`src/rtl/sdhci_pkg.sv`:
```
// Shared SD host definitions: frequency-select width, half-period limit and
// clock-monitor state encoding.
package sdhci_pkg;

  localparam int unsigned SdFreqW       = 10;
  localparam int unsigned MaxHalfPeriod = 2046;

  typedef enum logic [2:0] {
    MON_IDLE    = 3'd0,
    MON_ACQUIRE = 3'd1,
    MON_MEASURE = 3'd2,
    MON_LOCKED  = 3'd3,
    MON_STOPPED = 3'd4
  } mon_state_e;

endpackage

```
`src/rtl/prim_flop_2sync.sv`:
```
// Two-flop synchronizer for asynchronous level inputs.
module prim_flop_2sync #(
  parameter int unsigned Width = 1
) (
  input  logic             clk_i,
  input  logic             rst_ni,
  input  logic [Width-1:0] d_i,
  output logic [Width-1:0] q_o
);

  logic [Width-1:0] s1_q;
  logic [Width-1:0] s2_q;

  always_ff @(posedge clk_i or negedge rst_ni) begin
    if (!rst_ni) begin
      s1_q <= '0;
      s2_q <= '0;
    end else begin
      s1_q <= d_i;
      s2_q <= s1_q;
    end
  end

  assign q_o = s2_q;

endmodule

```
`src/rtl/sd_clk_edge_detect.sv`:
```
// Synchronizes SDCLK into clk_i, detects edges against a delayed copy and
// registers one-cycle rise/fall strobes.
module sd_clk_edge_detect (
  input  logic clk_i,
  input  logic rst_i,
  input  logic sdclk_i,
  output logic level_o,
  output logic edge_c,
  output logic rise_o,
  output logic fall_o
);

  logic rst_n;
  logic s2;
  logic s3_d, s3_q;
  logic rise_d, rise_q;
  logic fall_d, fall_q;

  assign rst_n = ~rst_i;

  prim_flop_2sync #(
    .Width (1)
  ) u_sync (
    .clk_i  (clk_i),
    .rst_ni (rst_n),
    .d_i    (sdclk_i),
    .q_o    (s2)
  );

  always_comb begin
    s3_d   = s2;
    rise_d = (s2 != s3_q) && s2;
    fall_d = (s2 != s3_q) && !s2;
  end

  always_ff @(posedge clk_i) begin
    if (rst_i) begin
      s3_q   <= 1'b0;
      rise_q <= 1'b0;
      fall_q <= 1'b0;
    end else begin
      s3_q   <= s3_d;
      rise_q <= rise_d;
      fall_q <= fall_d;
    end
  end

  assign level_o = s3_q;
  assign edge_c  = s2 ^ s3_q;
  assign rise_o  = rise_q;
  assign fall_o  = fall_q;

endmodule

```
`src/rtl/sd_clock_monitor.sv`:
```
// SDCLK receive monitor: edge strobes, half-period measurement, recovered
// frequency select with lock tracking, and stop / irregular-period detection.
module sd_clock_monitor
  import sdhci_pkg::*;
#(
  parameter int unsigned CntW       = 12,
  parameter int unsigned StopCycles = 4096
) (
  input  logic               clk_i,
  input  logic               rst_i,
  input  logic               sdclk_i,
  input  logic               enable_i,
  output logic               rise_o,
  output logic               fall_o,
  output logic [SdFreqW-1:0] freq_o,
  output logic               freq_valid_o,
  output logic               glitch_o,
  output logic               stopped_o,
  output logic               stopped_high_o
);

  localparam int unsigned     HW         = CntW + 1;
  localparam logic [CntW-1:0] CntMax     = '1;
  localparam logic [CntW-1:0] StopThresh = CntW'(StopCycles - 1);

  logic               level;
  logic               edge_c;
  logic [CntW-1:0]    cnt_d, cnt_q;
  logic [HW-1:0]      h_c;
  logic               h_valid_c;
  logic [SdFreqW-1:0] h_freq_c;
  logic               stop_c;
  mon_state_e         state_d, state_q;
  logic [SdFreqW-1:0] cand_d, cand_q;
  logic               cand_vld_d, cand_vld_q;
  logic [SdFreqW-1:0] freq_d, freq_q;
  logic               freq_valid_d, freq_valid_q;
  logic               glitch_d, glitch_q;
  logic               stopped_d, stopped_q;
  logic               stopped_high_d, stopped_high_q;

  sd_clk_edge_detect u_edge (
    .clk_i   (clk_i),
    .rst_i   (rst_i),
    .sdclk_i (sdclk_i),
    .level_o (level),
    .edge_c  (edge_c),
    .rise_o  (rise_o),
    .fall_o  (fall_o)
  );

  // Cycles since the last edge, saturating; H = 1 maps to freq 0 via the shift.
  always_comb begin
    cnt_d = cnt_q;
    if (edge_c) begin
      cnt_d = '0;
    end else if (cnt_q != CntMax) begin
      cnt_d = cnt_q + CntW'(1);
    end
  end

  assign h_c       = {1'b0, cnt_q} + HW'(1);
  assign h_valid_c = (h_c == HW'(1)) || (!h_c[0] && (h_c <= HW'(MaxHalfPeriod)));
  assign h_freq_c  = SdFreqW'(h_c >> 1);
  assign stop_c    = !edge_c && (cnt_d == StopThresh);

  always_comb begin
    state_d        = state_q;
    cand_d         = cand_q;
    cand_vld_d     = cand_vld_q;
    freq_d         = freq_q;
    glitch_d       = 1'b0;
    stopped_high_d = 1'b0;
    if (!enable_i) begin
      state_d    = MON_IDLE;
      freq_d     = '0;
      cand_vld_d = 1'b0;
    end else begin
      case (state_q)
        MON_IDLE: state_d = MON_ACQUIRE;
        MON_ACQUIRE: begin
          if (edge_c) begin
            state_d    = MON_MEASURE;
            cand_vld_d = 1'b0;
          end
        end
        MON_MEASURE: begin
          if (edge_c) begin
            if (!h_valid_c) begin
              glitch_d = 1'b1;
            end else if (cand_vld_q && (h_freq_c == cand_q)) begin
              state_d = MON_LOCKED;
              freq_d  = h_freq_c;
            end else begin
              cand_d     = h_freq_c;
              cand_vld_d = 1'b1;
            end
          end else if (stop_c) begin
            state_d        = MON_STOPPED;
            stopped_high_d = level;
          end
        end
        MON_LOCKED: begin
          if (edge_c) begin
            if (!(h_valid_c && (h_freq_c == freq_q))) begin
              glitch_d   = 1'b1;
              state_d    = MON_MEASURE;
              cand_d     = h_freq_c;
              cand_vld_d = h_valid_c;
            end
          end else if (stop_c) begin
            state_d        = MON_STOPPED;
            stopped_high_d = level;
          end
        end
        MON_STOPPED: begin
          // The edge ending a stop carries a meaningless half-period.
          if (edge_c) begin
            state_d    = MON_MEASURE;
            cand_vld_d = 1'b0;
          end
        end
        default: state_d = MON_IDLE;
      endcase
    end
    freq_valid_d = (state_d == MON_LOCKED);
    stopped_d    = (state_d == MON_STOPPED);
  end

  always_ff @(posedge clk_i) begin
    if (rst_i) begin
      cnt_q          <= '0;
      state_q        <= MON_IDLE;
      cand_q         <= '0;
      cand_vld_q     <= 1'b0;
      freq_q         <= '0;
      freq_valid_q   <= 1'b0;
      glitch_q       <= 1'b0;
      stopped_q      <= 1'b0;
      stopped_high_q <= 1'b0;
    end else begin
      cnt_q          <= cnt_d;
      state_q        <= state_d;
      cand_q         <= cand_d;
      cand_vld_q     <= cand_vld_d;
      freq_q         <= freq_d;
      freq_valid_q   <= freq_valid_d;
      glitch_q       <= glitch_d;
      stopped_q      <= stopped_d;
      stopped_high_q <= stopped_high_d;
    end
  end

  assign freq_o         = freq_q;
  assign freq_valid_o   = freq_valid_q;
  assign glitch_o       = glitch_q;
  assign stopped_o      = stopped_q;
  assign stopped_high_o = stopped_high_q;

endmodule

```
`config.mk`:
```
export PLATFORM = sky130hd
export DESIGN_NAME = sd_clock_monitor
export DESIGN_NICKNAME = d
export VERILOG_FILES = /design/src/rtl/sdhci_pkg.sv /design/src/rtl/prim_flop_2sync.sv /design/src/rtl/sd_clk_edge_detect.sv /design/src/rtl/sd_clock_monitor.sv
export SDC_FILE = /design/constraint.sdc
export NUM_CORES = 1
export LEC_CHECK = 0
export ABC_CLOCK_PERIOD_IN_PS = 3300
export BUFFER_PORTS_ARGS = -buffer_cell sky130_fd_sc_hd__buf_2
export CORE_AREA = 2 2 85 79
export CTS_CLUSTER_SIZE = 16
export DETAILED_ROUTE_END_ITERATION = 12
export DIE_AREA = 0 0 87 81
export PLACE_DENSITY = 0.67
export SLEW_MARGIN = 25
export SYNTH_ARGS = -nofsm -noshare
export SYNTH_HDL_FRONTEND = slang
export SYNTH_SLANG_ARGS = --single-unit
```
`constraint.sdc`:
```
create_clock -name clk_i -period 3.3 [get_ports clk_i]
set_input_delay 0.99 -clock clk_i [delete_from_list [all_inputs] [get_ports clk_i]]
set_output_delay 0.99 -clock clk_i [all_outputs]
set_load 0.01 [all_outputs]
```
==> results by stage, run 1 <==
Place:
- The worst setup slack after placement is 0.142 ns.
- During placement, the flow inserted port buffers numbering 19.
- The routability-driven placement congestion ratio is 0.932.
- After detailed placement, the total cell area comes to 3210 um^2.
- Counting tap cells, the placed design contains a total of 434 instances.
- The HPWL after detailed placement is 6.00 mm.

Yosys:
- The synthesized design contains 45 register bits.
- The number of different library cells used by synthesis comes to 76.
- The average cell area after synthesis is 8.86 um^2.
- During synthesis, Yosys emitted a total of 0 warnings.
- The count of flip-flops with a built-in enable after synthesis is 0.
- The share of synthesized registers carrying an async set or reset is 4.44%.
- The net count of the mapped netlist is 348.
- Synthesis produced a netlist whose cell count is 339.
- Of the synthesized area, sequential elements account for 30.3%.
- The synthesized netlist occupies a cell area of 3000 um^2.
- The most used flip-flop cell after synthesis is sky130_fd_sc_hd__dfxtp_1.

Floorplan:
- The number of cell rows is 28.
- The region available for standard cell placement spans 6270 um^2.
- The total I/O pin count is 20.
- Once the floorplan was initialized, standard cells occupied 47.9% of the core.
- The die height is 81 um.
- Measured along the x axis, the die boundary spans 87 um.
- The die area is 7050 um^2.

Worst setup path:
- Of all nets on the critical path, the largest fanout is 11.
- STA classifies the critical path startpoint as a flip-flop.
- The worst flop-to-flop path startpoint is cnt_q[4].
- The register-to-register setup slack is 0.15 ns.
- The worst register-to-register path ends at cand_q[9].
- The worst-path cell with the longest stage delay is sky130_fd_sc_hd__dfxtp_1.
- In this run the number of cells on the critical path is 10.
- The worst stage delay on the critical path is 0.57 ns.
- The worst path arrival time is 3.35 ns.
- The timing startpoint of the critical path is cnt_q[4].
- For the worst setup path, the data required time is 3.50 ns.
- The kind of end point of the critical path is a flip-flop.
- The worst setup path is of the reg -> reg kind.
- The worst register-to-register path has a depth of 10.
- The signal on the critical path passes through nand2_1 -> buf_4 -> or4_1 -> a31oi_1 -> a31oi_1 -> o21ai_2 -> o211ai_2 -> buf_4 -> and3b_2 -> a211oi_1.
- The number of buffers and inverters on the critical path is 2.
- On the critical path the largest part of the delay comes from compound AO/OA/AOI/OAI gates.

Global routing:
- The number of antenna violations at the first check in global routing is 0.
- The total routing resource utilization after global routing is 23.4%.
- The via count of the first global-routing pass is 2587.
- Global routing consumed, on the met3 layer, 7.01% of the routing resources.
- The total overflow left after global routing is 0.
- The met2 track utilization from global routing is 36.4%.
- met2 is the most crowded layer.
- The first global-routing pass estimated 12.9 mm of wire.
- For this run, global-route usage on met1 was measured as 30.6%.
- Entering global routing, the biggest net connects 16 pins.

Power:
- Per report_power, the combinational group accounts for 8.6% of the total.
- Per report_power, the clock group accounts for 35.0% of the total.
- The power density over cell area is 299 nW/um^2.
- The net switching component of the power is 0.255 mW.
- The worst ir drop on vdd is 156 uV.
- The switching power as a share of total power is 25.8%.
- The internal portion of total power is 0.734 mW.
- The total power is 0.989 mW.
- The leakage power of the design is 1.25 nW.
- The portion of total power attributed to sequential cells is 56.4%.

Timing:
- The final hold violation count is 0.
- Once routing completed, OpenROAD measured the worst setup slack at 0.154 ns.
- The final count of pins violating max slew came to 0.
- For this run, the top clock speed supported by timing is 318 MHz.
- At the pin with the least slew margin, the transition time is 0.611 ns.
- The minimum clock period after layout is 3.15 ns.
- The setup skew after layout is 0.00722 ns.
- Setup violations remaining at the end of the flow were counted as 0.
- The relative slew slack is 58.9%.
- The final cycle utilization of the critical path is 95.3%.
- Adding up every negative setup slack in the final design gives 0 ns.
- Setup repair after global routing left no endpoint under its margin.

Clock tree:
- TritonCTS built the clock tree.
- The clock net in this run drives a total of 45 sinks.
- Counting along the longest clock path gives a buffer depth of 2.
- The maximum level of the CTS H-tree is 2.
- The number of buffers inserted during clock tree synthesis is 5.
- The master cell of the clock root buffer is sky130_fd_sc_hd__clkbuf_8.
- The clock-pin slew on the worst setup and hold paths is 0.09 ns.
- The number of setup buffers added after CTS is 0.
- At the later pin of the worst-skew pair, clock insertion delay measures 0.30 ns.

Route:
- The final route contains 2722 vias.
- The detailed router finished its first iteration with 258 violations.
- The first-pass iteration count of the detailed router is 5.
- The total routed wirelength is 7.95 mm.
- Dividing the detail-routed wire length by the instance count gives 18.0 um.
- The count of antenna-violating nets left after detailed routing is 0.
- The detailed-route vias per instance is 6.16.
- The DRC violation count after routing is 0.

Finish:
- With fillers left out, the area of the finished cells amounts to 3300 um^2.
- The final cell count without fillers is 442.
- The final net count is 375.
- The layout-stage area growth over the synthesis result is 9.91%.
- The total inserted antenna cells is 0.
- The layout cell share with drive strength beyond 1 is 22.6%.

Run:
- Max-cap violations in this run came to 0.

Min path:
- The startpoint identified for the worst hold timing path is u_edge.u_sync.s1_q.
- The path class of the lowest-slack min-delay path is reg -> reg.
- The number of instances on the worst hold path is 0.
- The worst min-delay path endpoint is u_edge.u_sync.q_o.

Outcome:
- The flow ran to the end, and the final reports show no timing, DRC or antenna violations.
==> sequential cells by signal (all words and copies together), names as in the netlist <==
signal              count
cnt_q                  12
cand_q                 10
freq_o                 10
state_q                 3
cand_vld_q              1
freq_valid_o            1
glitch_o                1
stopped_high_o          1
stopped_o               1
u_edge.fall_o           1
u_edge.level_o          1
u_edge.rise_o           1
u_edge.u_sync.q_o       1
u_edge.u_sync.s1_q      1
==> placed cells by master, fill, tap and decap left out, types with 8 or more instances in the layout <==
cell type,Yosys,final
sky130_fd_sc_hd__dfxtp_1,43,43
sky130_fd_sc_hd__buf_4,4,22
sky130_fd_sc_hd__inv_1,20,20
sky130_fd_sc_hd__nand2_1,19,19
sky130_fd_sc_hd__buf_2,4,19
sky130_fd_sc_hd__nor2_1,18,18
sky130_fd_sc_hd__xnor2_1,16,16
sky130_fd_sc_hd__a21oi_1,16,16
sky130_fd_sc_hd__o21ai_0,13,13
sky130_fd_sc_hd__mux2i_1,12,12
sky130_fd_sc_hd__nand3_1,8,8
==> final cells by class <==
type,instances,area [um^2]
Clock buffer,7,76.3
Fill cell,579,2970
Tap cell,75,93.8
Sequential cell,45,911
Clock inverter,1,7.51
Multi-Input combinational cell,253,1880
Inverter,20,75.1
Timing Repair Buffer,41,260
==> timing repair <==
action / CTS / global route
gates resized for setup: 0 / 3
hold buffers: 0 / 0
setup endpoints to repair: 0 / 9
==> logic make-up after synthesis <==
kind of cell / share of synthesized area (%)
AND/OR/NAND/NOR: 28.3
adder cells (fa/ha/maj): 2.08
multiplexers: 4.37
XOR/XNOR: 7.79
buffers and inverters: 7.54
flip-flops: 30.3
AO/OA/AOI/OAI: 19.6
==> worst register-to-register path: stages (launching register included) <==
cell and delay (ns):
sky130_fd_sc_hd__dfxtp_1 0.57, sky130_fd_sc_hd__nand2_1 0.12, sky130_fd_sc_hd__buf_4 0.19, sky130_fd_sc_hd__or4_1 0.47
sky130_fd_sc_hd__a31oi_1 0.27, sky130_fd_sc_hd__a31oi_1 0.17, sky130_fd_sc_hd__o21ai_2 0.44, sky130_fd_sc_hd__o211ai_2 0.15
sky130_fd_sc_hd__buf_4 0.21, sky130_fd_sc_hd__and3b_2 0.20, sky130_fd_sc_hd__a211oi_1 0.26
==> routing by layer <==
layer / wire, um / vias up
li1: - / 1311
met1: 3700 / 1298
met2: 3580 / 88
met3: 458 / 25
met4: 212 / 0
met5: 0 / -
==> Yosys cell counts, types with 4 or more instances <==
cell	instances	area [um^2]
sky130_fd_sc_hd__inv_1	20	75.1
sky130_fd_sc_hd__a21oi_1	16	80.1
sky130_fd_sc_hd__mux2i_1	12	120
sky130_fd_sc_hd__nor4_1	7	43.8
sky130_fd_sc_hd__nor3_1	6	30.0
sky130_fd_sc_hd__or4_1	4	30.0
sky130_fd_sc_hd__buf_4	4	30.0
sky130_fd_sc_hd__nand2_1	19	71.3
sky130_fd_sc_hd__o21ai_0	13	65.1
sky130_fd_sc_hd__nor2b_1	7	43.8
sky130_fd_sc_hd__a31oi_1	6	37.5
sky130_fd_sc_hd__or2_2	4	25.0
sky130_fd_sc_hd__or3_1	4	25.0
sky130_fd_sc_hd__and3b_1	4	35.0
sky130_fd_sc_hd__xor2_1	5	43.8
sky130_fd_sc_hd__xnor2_1	16	140
sky130_fd_sc_hd__a211oi_1	7	52.6
sky130_fd_sc_hd__nand3b_1	5	37.5
sky130_fd_sc_hd__ha_1	5	62.6
sky130_fd_sc_hd__buf_6	5	56.3
sky130_fd_sc_hd__buf_2	4	20.0
sky130_fd_sc_hd__and2_1	4	25.0
sky130_fd_sc_hd__nand3_1	8	40.0
sky130_fd_sc_hd__and3b_2	4	40.0
sky130_fd_sc_hd__and3_1	6	37.5
sky130_fd_sc_hd__o31ai_1	4	30.0
sky130_fd_sc_hd__clkbuf_1	6	22.5
sky130_fd_sc_hd__dfxtp_1	43	861
sky130_fd_sc_hd__nor2_1	18	67.6
sky130_fd_sc_hd__nand4_1	7	43.8
==> through the flow <==
step / hold slack [ns] / util, %
CTS: 0.355 / 52.5
finish: 0.353 / 52.7
detailed placement: 0.335 / 51.1
floorplan: 0.331 / -
global route: 0.368 / 52.7
global placement: 0.334 / 51.1
==> power by group through the flow <==
stage,registers [mW],logic [mW],clock network (mW)
after floorplan,0.569,0.0612,0
after global placement,0.570,0.0817,0
after detailed placement,0.571,0.0834,0
after CTS,0.558,0.0844,0.352
after global routing,0.560,0.0930,0.375
final,0.558,0.0850,0.346
==> worst max path at each step <==
| stage | to | slack [ns] |
|---|---|---|
| 3_5_place_dp | cand_q[9] | 0.14 |
| 6_report | cand_q[9] | 0.15 |
| 4_1_cts | cand_q[9] | 0.08 |
| 3_3_place_gp | cand_q[9] | 0.23 |
| 5_1_grt | cand_q[9] | 0.01 |
| 2_1_floorplan | cand_q[0] | 0.31 |
Power figures use the tool's default switching activity.
==> run 2: changes to the inputs <==
--- a/config.mk
+++ b/config.mk
@@ -6,12 +6,11 @@
 export NUM_CORES = 1
 export LEC_CHECK = 0
 export ABC_CLOCK_PERIOD_IN_PS = 3300
-export BUFFER_PORTS_ARGS = -buffer_cell sky130_fd_sc_hd__buf_2
 export CORE_AREA = 2 2 85 79
 export CTS_CLUSTER_SIZE = 16
 export DETAILED_ROUTE_END_ITERATION = 12
 export DIE_AREA = 0 0 87 81
-export PLACE_DENSITY = 0.67
+export DONT_BUFFER_PORTS = 1
 export SLEW_MARGIN = 25
 export SYNTH_ARGS = -nofsm -noshare
 export SYNTH_HDL_FRONTEND = slang
==> results by stage, run 2 (synthesis gave the netlist of run 1 again) <==
Worst setup path:
- The worst path arrival time is 3.36 ns (about the same).
- The register-to-register setup slack was 0.17 ns (about the same).
- The worst flop-to-flop path startpoint is cnt_q[0].
- The cell family contributing the most delay on the critical path is simple AND/OR/NAND/NOR gates.
- The endpoint of the worst-slack reg-to-reg timing path is freq_o[5].
- The largest fanout of any net on the critical path is 10 (-1).
- The category of the critical setup timing path is reg -> reg.
- The required time at the worst-slack endpoint is 3.53 ns (+0.03 ns).
- By instance count, the cell type seen most on the critical path is sky130_fd_sc_hd__buf_4.
- The worst stage delay on the critical path is 0.49 ns (-0.08 ns).
- The largest individual stage delay along the critical path comes from the cell sky130_fd_sc_hd__or4_1.
- STA classifies the critical path startpoint as a flip-flop.
- The kind of end point of the critical path is a flip-flop.
- The number of buffers and inverters on the critical path is 2 (unchanged).
- The depth of the worst register-to-register path is 10 (unchanged).
- The critical path goes through buf_4 -> nand3_2 -> nor3_1 -> xnor2_1 -> o221ai_1 -> or4_1 -> nor4b_2 -> buf_4 -> mux2_2 -> nor2_1.

Place:
- The routability-driven placement congestion ratio is 1.01 (+8.7%).
- The HPWL after detailed placement is 6.28 mm (+4.6%).
- The number of port buffers was 0 (-19).
- The number of cells in the design after placement is 415 (-4.4%).

Timing:
- The number of failing setup endpoints in the final timing report is 0 (unchanged).
- The final cycle utilization of the critical path came to 94.9% (-0.42 points).
- The final count of pins violating max slew is 0 (unchanged).
- The relative slew slack is 56.8% (-2.1 points).
- Setup repair after global routing could not meet its margin everywhere.
- The slew at the pin closest to its max-slew limit is 0.643 ns (+0.0323 ns).
- The highest clock rate is 319 MHz (+0.44%).
- The minimum clock period after layout came to 3.13 ns (-0.0137 ns).
- The worst slack on hold paths is 0.357 ns (+0.00387 ns).
- The final hold violation count is 0 (unchanged).
- The final setup TNS is 0 ns (unchanged).
- The setup skew after layout is 0.00495 ns (-0.00226 ns).

Power:
- The leakage power of the design is 1.17 nW (-6.8%).
- The worst ir drop on vdd came to 159 uV (+2.4%).
- The total power is 0.998 mW (+0.92%).
- The power density over cell area is 306 nW/um^2 (+2.2%).

Route:
- The first-pass iteration count of the detailed router came to 5 (unchanged).
- The count of antenna-violating nets left after detailed routing is 0 (unchanged).
- The total routed wirelength was 8.33 mm (+4.7%).
- The count of routing violations after the opening detailed-route iteration was 296 (+15%).
- The DRC violation count after routing is 0 (unchanged).
- The final routed wire length divided by cell count is 19.7 um (+9.4%).
- The vias after detailed routing came to 2621 (-3.7%).
- The detailed-route vias per instance came to 6.20 (+0.61%).

Clock tree:
- The maximum level of the CTS H-tree came to 2 (unchanged).
- The TritonCTS clock tree is yes.
- The clock-pin slew on the worst setup and hold paths was 0.09 ns (about the same).
- The number of buffers inserted during clock tree synthesis was 5 (unchanged).
- The maximum buffer depth of the clock tree is 2 (unchanged).
- The clock latency on the worst-skew pair is 0.30 ns (about the same).
- The number of hold buffers added after CTS was 0 (unchanged).
- The number of clock sinks seen by CTS was 45 (unchanged).
- The tree is rooted in a sky130_fd_sc_hd__clkbuf_8.

Finish:
- The final net count is 356 (-5.1%).
- The flip-flop count of the largest register, all copies and words added came to 12 (unchanged).
- The total inserted antenna cells came to 0 (unchanged).
- The final cell count without fillers is 423 (-4.3%).
- The library cells used most frequently in the layout, excluding fill and tap cells, are 42 x sky130_fd_sc_hd__dfxtp_1, 21 x sky130_fd_sc_hd__buf_4, 20 x sky130_fd_sc_hd__inv_1.
- The fill cell total of the finished layout was 595 (+2.8%).
- The register with the highest flop count is cnt_q.
- The layout cell share with drive strength beyond 1 is 20.4% (-2.2 points).
- The leading cell type in the layout, fill and taps excluded is sky130_fd_sc_hd__dfxtp_1.
- The area growth from synthesis to layout is 8.54%.

Min path:
- The number of instances on the worst hold path is 0 (unchanged).
- The start point of the worst hold path is u_edge.u_sync.s1_q.
- The worst hold path terminates at u_edge.u_sync.q_o.
- In this run the worst hold path is classified as reg -> reg.

Floorplan:
- The die area is 7050 um^2 (unchanged).
- The number of cell rows is 28 (unchanged).
- The die height is 81 um (unchanged).
- The die boundary width is 87 um (unchanged).
- The total I/O pin count is 20 (unchanged).
- The initial core utilization is 47.9% (unchanged).
- The placeable core area is 6270 um^2 (unchanged).

Global routing:
- The total routing resource utilization after global routing is 24.5% (+1.1 points).
- The via count of the first global-routing pass came to 2422 (-6.4%).
- The number of antenna violations at the first check in global routing is 0 (unchanged).
- The global-route wire length before repair was 13.3 mm (+2.6%).
- The total grt overflow is 0 (unchanged).
- The maximum number of pins on one net before global-route repair was 16 (unchanged).

Outcome:
- The run finished with clean final reports.

Run:
- The total of max-cap violations is 0 (unchanged).
==> run 2: cell count changes in the layout (fill, tap and decap cells not counted), sizes merged <==
cell	change
clkbuf	-2
buf	-19
clkinv	+1
inv	+1
==> run 2: timing repair <==
item,CTS,global route
gates resized for setup,0,9
buffers inserted,0,0
endpoints found under the setup margin,0,20
==> run 2: worst max-delay path by stage <==
stage,startpoint,to,slack (ns),cells after the start
floorplan,cnt_q[0],cand_q[0],0.31,12
global placement,cnt_q[1],freq_o[5],0.13,10
detailed placement,cnt_q[1],freq_o[5],0.12,10
CTS,cnt_q[1],freq_o[5],0.1,10
global route,cnt_q[1],freq_o[5],-0.02,10
finish,cnt_q[0],freq_o[5],0.17,10
==> run 2: where the power goes <==
part	internal [mW]	total, mW	switching [mW]
logic	0.0359	0.0853	0.0493
registers	0.550	0.559	0.00891
clock network	0.151	0.353	0.203
total	0.737	0.998	0.261
==> run 2: layout make-up <==
class | count | area, um^2 | area share [%]
clock buffers | 5 | 68.8 | 2.11
inverters | 20 | 75.1 | 2.30
flip-flops and latches | 45 | 912 | 28.0
multi-input cells | 253 | 1910 | 58.6
well taps | 75 | 93.8 | 2.88
repair buffers | 22 | 178 | 5.45
clock inverters | 3 | 21.3 | 0.652
==> run 2: through the flow <==
stage,area [um^2],util (%),setup slack (ns)
3_3_place_gp,3120,49.8,0.131
6_report,3260,52.0,0.167
4_1_cts,3210,51.3,0.0974
5_1_grt,3260,52.0,-0.0210
2_1_floorplan,3000,-,0.309
3_5_place_dp,3120,49.8,0.123
==> run 2: metal layers <==
layer / GRT usage, % / wire length, um
met3: 3.96 / 434
met5: 0 / 0
met1: 34.6 / 3930
met4: 4.38 / 106
met2: 39.7 / 3860
==> run 3: changes to the inputs <==
--- a/config.mk
+++ b/config.mk
@@ -6,10 +6,10 @@
 export NUM_CORES = 1
 export LEC_CHECK = 0
 export ABC_CLOCK_PERIOD_IN_PS = 3300
-export CORE_AREA = 2 2 85 79
+export CORE_AREA = 5 5 88 82
 export CTS_CLUSTER_SIZE = 16
 export DETAILED_ROUTE_END_ITERATION = 12
-export DIE_AREA = 0 0 87 81
+export DIE_AREA = 0 0 93 87
 export DONT_BUFFER_PORTS = 1
 export SLEW_MARGIN = 25
 export SYNTH_ARGS = -nofsm -noshare
==> results by stage, run 3 (synthesis gave the netlist of run 1 again) <==
Floorplan:
- The die boundary width is 93 um (+6.9%).
- The number of cell rows is 28 (unchanged).
- The total I/O pin count came to 20 (unchanged).
- The placeable core area is 6310 um^2 (+0.56%).
- The die area is 8090 um^2 (+15%).
- The initial core utilization was 47.6% (-0.27 points).
- The die height is 87 um (+7.4%).

Timing:
- The number of failing setup endpoints in the final timing report is 0 (unchanged).
- The setup skew after layout is 0.00554 ns (+0.000589 ns).
- The final cycle utilization of the critical path is 92.2% (-2.7 points).
- Setup repair after global routing left no endpoint under its margin.
- The highest clock rate is 329 MHz (+2.9%).
- The final hold violation count is 0 (unchanged).
- The final setup TNS is 0 ns (unchanged).
- The relative slew slack is 59.5% (+2.7 points).
- The slew at the pin closest to its max-slew limit is 0.602 ns (-0.0413 ns).
- The post-layout worst setup margin was 0.257 ns (+0.0897 ns).
- The worst slack on hold paths is 0.357 ns (+0.000121 ns).
- The minimum clock period after layout is 3.04 ns (-0.0897 ns).
- The final count of pins violating max slew was 0 (unchanged).

Worst setup path:
- The worst path arrival time was 3.27 ns (-0.09 ns).
- The critical path startpoint category is a flip-flop.
- The required time at the worst-slack endpoint is 3.53 ns (about the same).
- The largest fanout of any net on the critical path is 10 (unchanged).
- The kind of end point of the critical path is a flip-flop.
- The category of the critical setup timing path is reg -> reg.

Finish:
- The library cell used most frequently in the layout, excluding fill and tap cells, is sky130_fd_sc_hd__dfxtp_1.
- The layout cell share with drive strength beyond 1 is 20.7% (+0.34 points).
- The area used by sequential logic in the layout is 913 um^2 (+0.14%).
- The area growth from synthesis to layout is 8.83%.
- The register with the most flip-flops in the final layout is cnt_q.
- The fill cell total of the finished layout is 595 (unchanged).
- The total inserted antenna cells is 0 (unchanged).
- The final cell count without fillers is 427 (+0.95%).
- The utilization after layout came to 51.8% (-0.15 points).
- The final net count is 360 (+1.1%).
- Leaving out fill and tap cells, the most frequent cells in the layout are 41 x sky130_fd_sc_hd__dfxtp_1, 25 x sky130_fd_sc_hd__buf_4, 20 x sky130_fd_sc_hd__inv_1.
- The flip-flop count of the largest register, all copies and words added is 12 (unchanged).
- The area of all placed cells without fillers came to 3270 um^2 (+0.27%).
- The area of the multi-input gates is 1880 um^2 (-1.8%).

Place:
- The HPWL after detailed placement is 6.22 mm (-0.87%).
- The worst setup slack after placement is 0.0513 ns (-0.0718 ns).
- The number of port buffers was 0 (unchanged).
- The number of cells in the design after placement is 419 (+0.96%).
- The routability-driven placement congestion ratio is 0.916 (-9.6%).
- The area of placed instances was 3150 um^2 (+0.96%).

Route:
- The vias after detailed routing came to 2725 (+4.0%).
- The total routed wirelength was 8.14 mm (-2.3%).
- The count of routing violations after the opening detailed-route iteration is 315 (+6.4%).
- The first-pass iteration count of the detailed router is 6 (+1).
- The DRC violation count after routing came to 0 (unchanged).
- The count of antenna-violating nets left after detailed routing was 0 (unchanged).
- The detailed-route vias per instance is 6.38 (+3.0%).
- The final routed wire length divided by cell count came to 19.1 um (-3.2%).

Power:
- The portion of total power attributed to sequential cells was 55.4% (-0.6 points).
- The internal portion of total power is 0.770 mW (+4.6%).
- The portion of total power attributed to combinational logic was 7.4% (-1.1 points).
- The leakage power of the design was 1.18 nW (+0.86%).
- The net switching component of the power is 0.241 mW (-7.6%).
- The switching power as a share of total power is 23.9% (-2.3 points).
- The power density over cell area is 309 nW/um^2 (+1.1%).
- The worst ir drop on vdd is 166 uV (+3.9%).
- The total power came to 1.01 mW (+1.4%).
- The proportion of power drawn by the clock network is 37.2% (+1.8 points).

Outcome:
- The flow ran to the end, and the final reports show no timing, DRC or antenna violations.

Global routing:
- The number of antenna violations at the first check in global routing is 0 (unchanged).
- The maximum number of pins on one net before global-route repair is 16 (unchanged).
- The via count of the first global-routing pass came to 2540 (+4.9%).
- The total routing resource utilization after global routing is 20.9% (-3.6 points).
- The total grt overflow was 0 (unchanged).
- The global-route wire length before repair is 13.3 mm (unchanged).

Run:
- The total of max-cap violations came to 0 (unchanged).

Clock tree:
- TritonCTS built the clock tree.
- The clock latency on the worst-skew pair is 0.30 ns (about the same).
- The clock-pin slew on the worst setup and hold paths is 0.08 ns (about the same).
- The maximum buffer depth of the clock tree is 2 (unchanged).
- The maximum level of the CTS H-tree is 2 (unchanged).
- The tree is rooted in a sky130_fd_sc_hd__clkbuf_8.
- The number of clock sinks seen by CTS is 45 (unchanged).
- The number of buffers inserted during clock tree synthesis is 5 (unchanged).
- The number of setup buffers added after CTS is 0 (unchanged).

Min path:
- The worst hold path belongs to the class reg -> reg.
[run 3: cell type report]
class	instances	area share (%)
clock buffer	7	2.95
clock inverter	1	0.153
inverter	20	2.30
multi-input combinational	253	57.4
sequential	45	27.9
tap	75	2.87
timing repair buffer	26	6.35
[run 3: final timing paths]
check                                   start                 end  slack [ns]  cells past startpoint
setup / recovery                     cnt_q[0]           freq_o[5]        0.26                     10
min in group asynchronous               rst_i  u_edge.u_sync.s1_q        0.48                      1
hold / removal             u_edge.u_sync.s1_q   u_edge.u_sync.q_o        0.36                      0
hold reg to reg            u_edge.u_sync.s1_q   u_edge.u_sync.q_o        0.36                      0
max in group asynchronous               rst_i   u_edge.u_sync.q_o        2.63                      1
setup reg to reg                     cnt_q[0]           freq_o[5]        0.26                     10
[run 3: power by group through the flow]
| stage | combinational, mW | sequential, mW | clock [mW] |
|---|---|---|---|
| after CTS | 0.0728 | 0.560 | 0.385 |
| after global routing | 0.0832 | 0.562 | 0.413 |
| after global placement | 0.0718 | 0.573 | 0 |
| after floorplan | 0.0612 | 0.569 | 0 |
| after detailed placement | 0.0725 | 0.573 | 0 |
| final | 0.0748 | 0.561 | 0.376 |
[run 3: what timing repair did]
item,in CTS,in global routing
hold buffers,0,0
gates resized for setup,0,6
endpoints found under the setup margin,0,15
[run 3: worst max-delay path: stages, from the launching register on]
cell and delay (ns):
sky130_fd_sc_hd__dfxtp_2 0.40, sky130_fd_sc_hd__ha_2 0.28, sky130_fd_sc_hd__nand3_4 0.13, sky130_fd_sc_hd__or3_4 0.43, sky130_fd_sc_hd__nand3_1 0.13, sky130_fd_sc_hd__o211ai_1 0.10, sky130_fd_sc_hd__or4_1 0.59, sky130_fd_sc_hd__nor4b_2 0.24
sky130_fd_sc_hd__buf_4 0.25, sky130_fd_sc_hd__mux2_2 0.35, sky130_fd_sc_hd__nor2_1 0.08
[run 3: metal layers]
| layer | GRT usage [%] | routed length (um) |
|---|---|---|
| met1 | 29.0 | 3660 |
| met2 | 33.6 | 3740 |
| met3 | 3.72 | 567 |
| met4 | 5.33 | 171 |
| met5 | 0 | 0 |
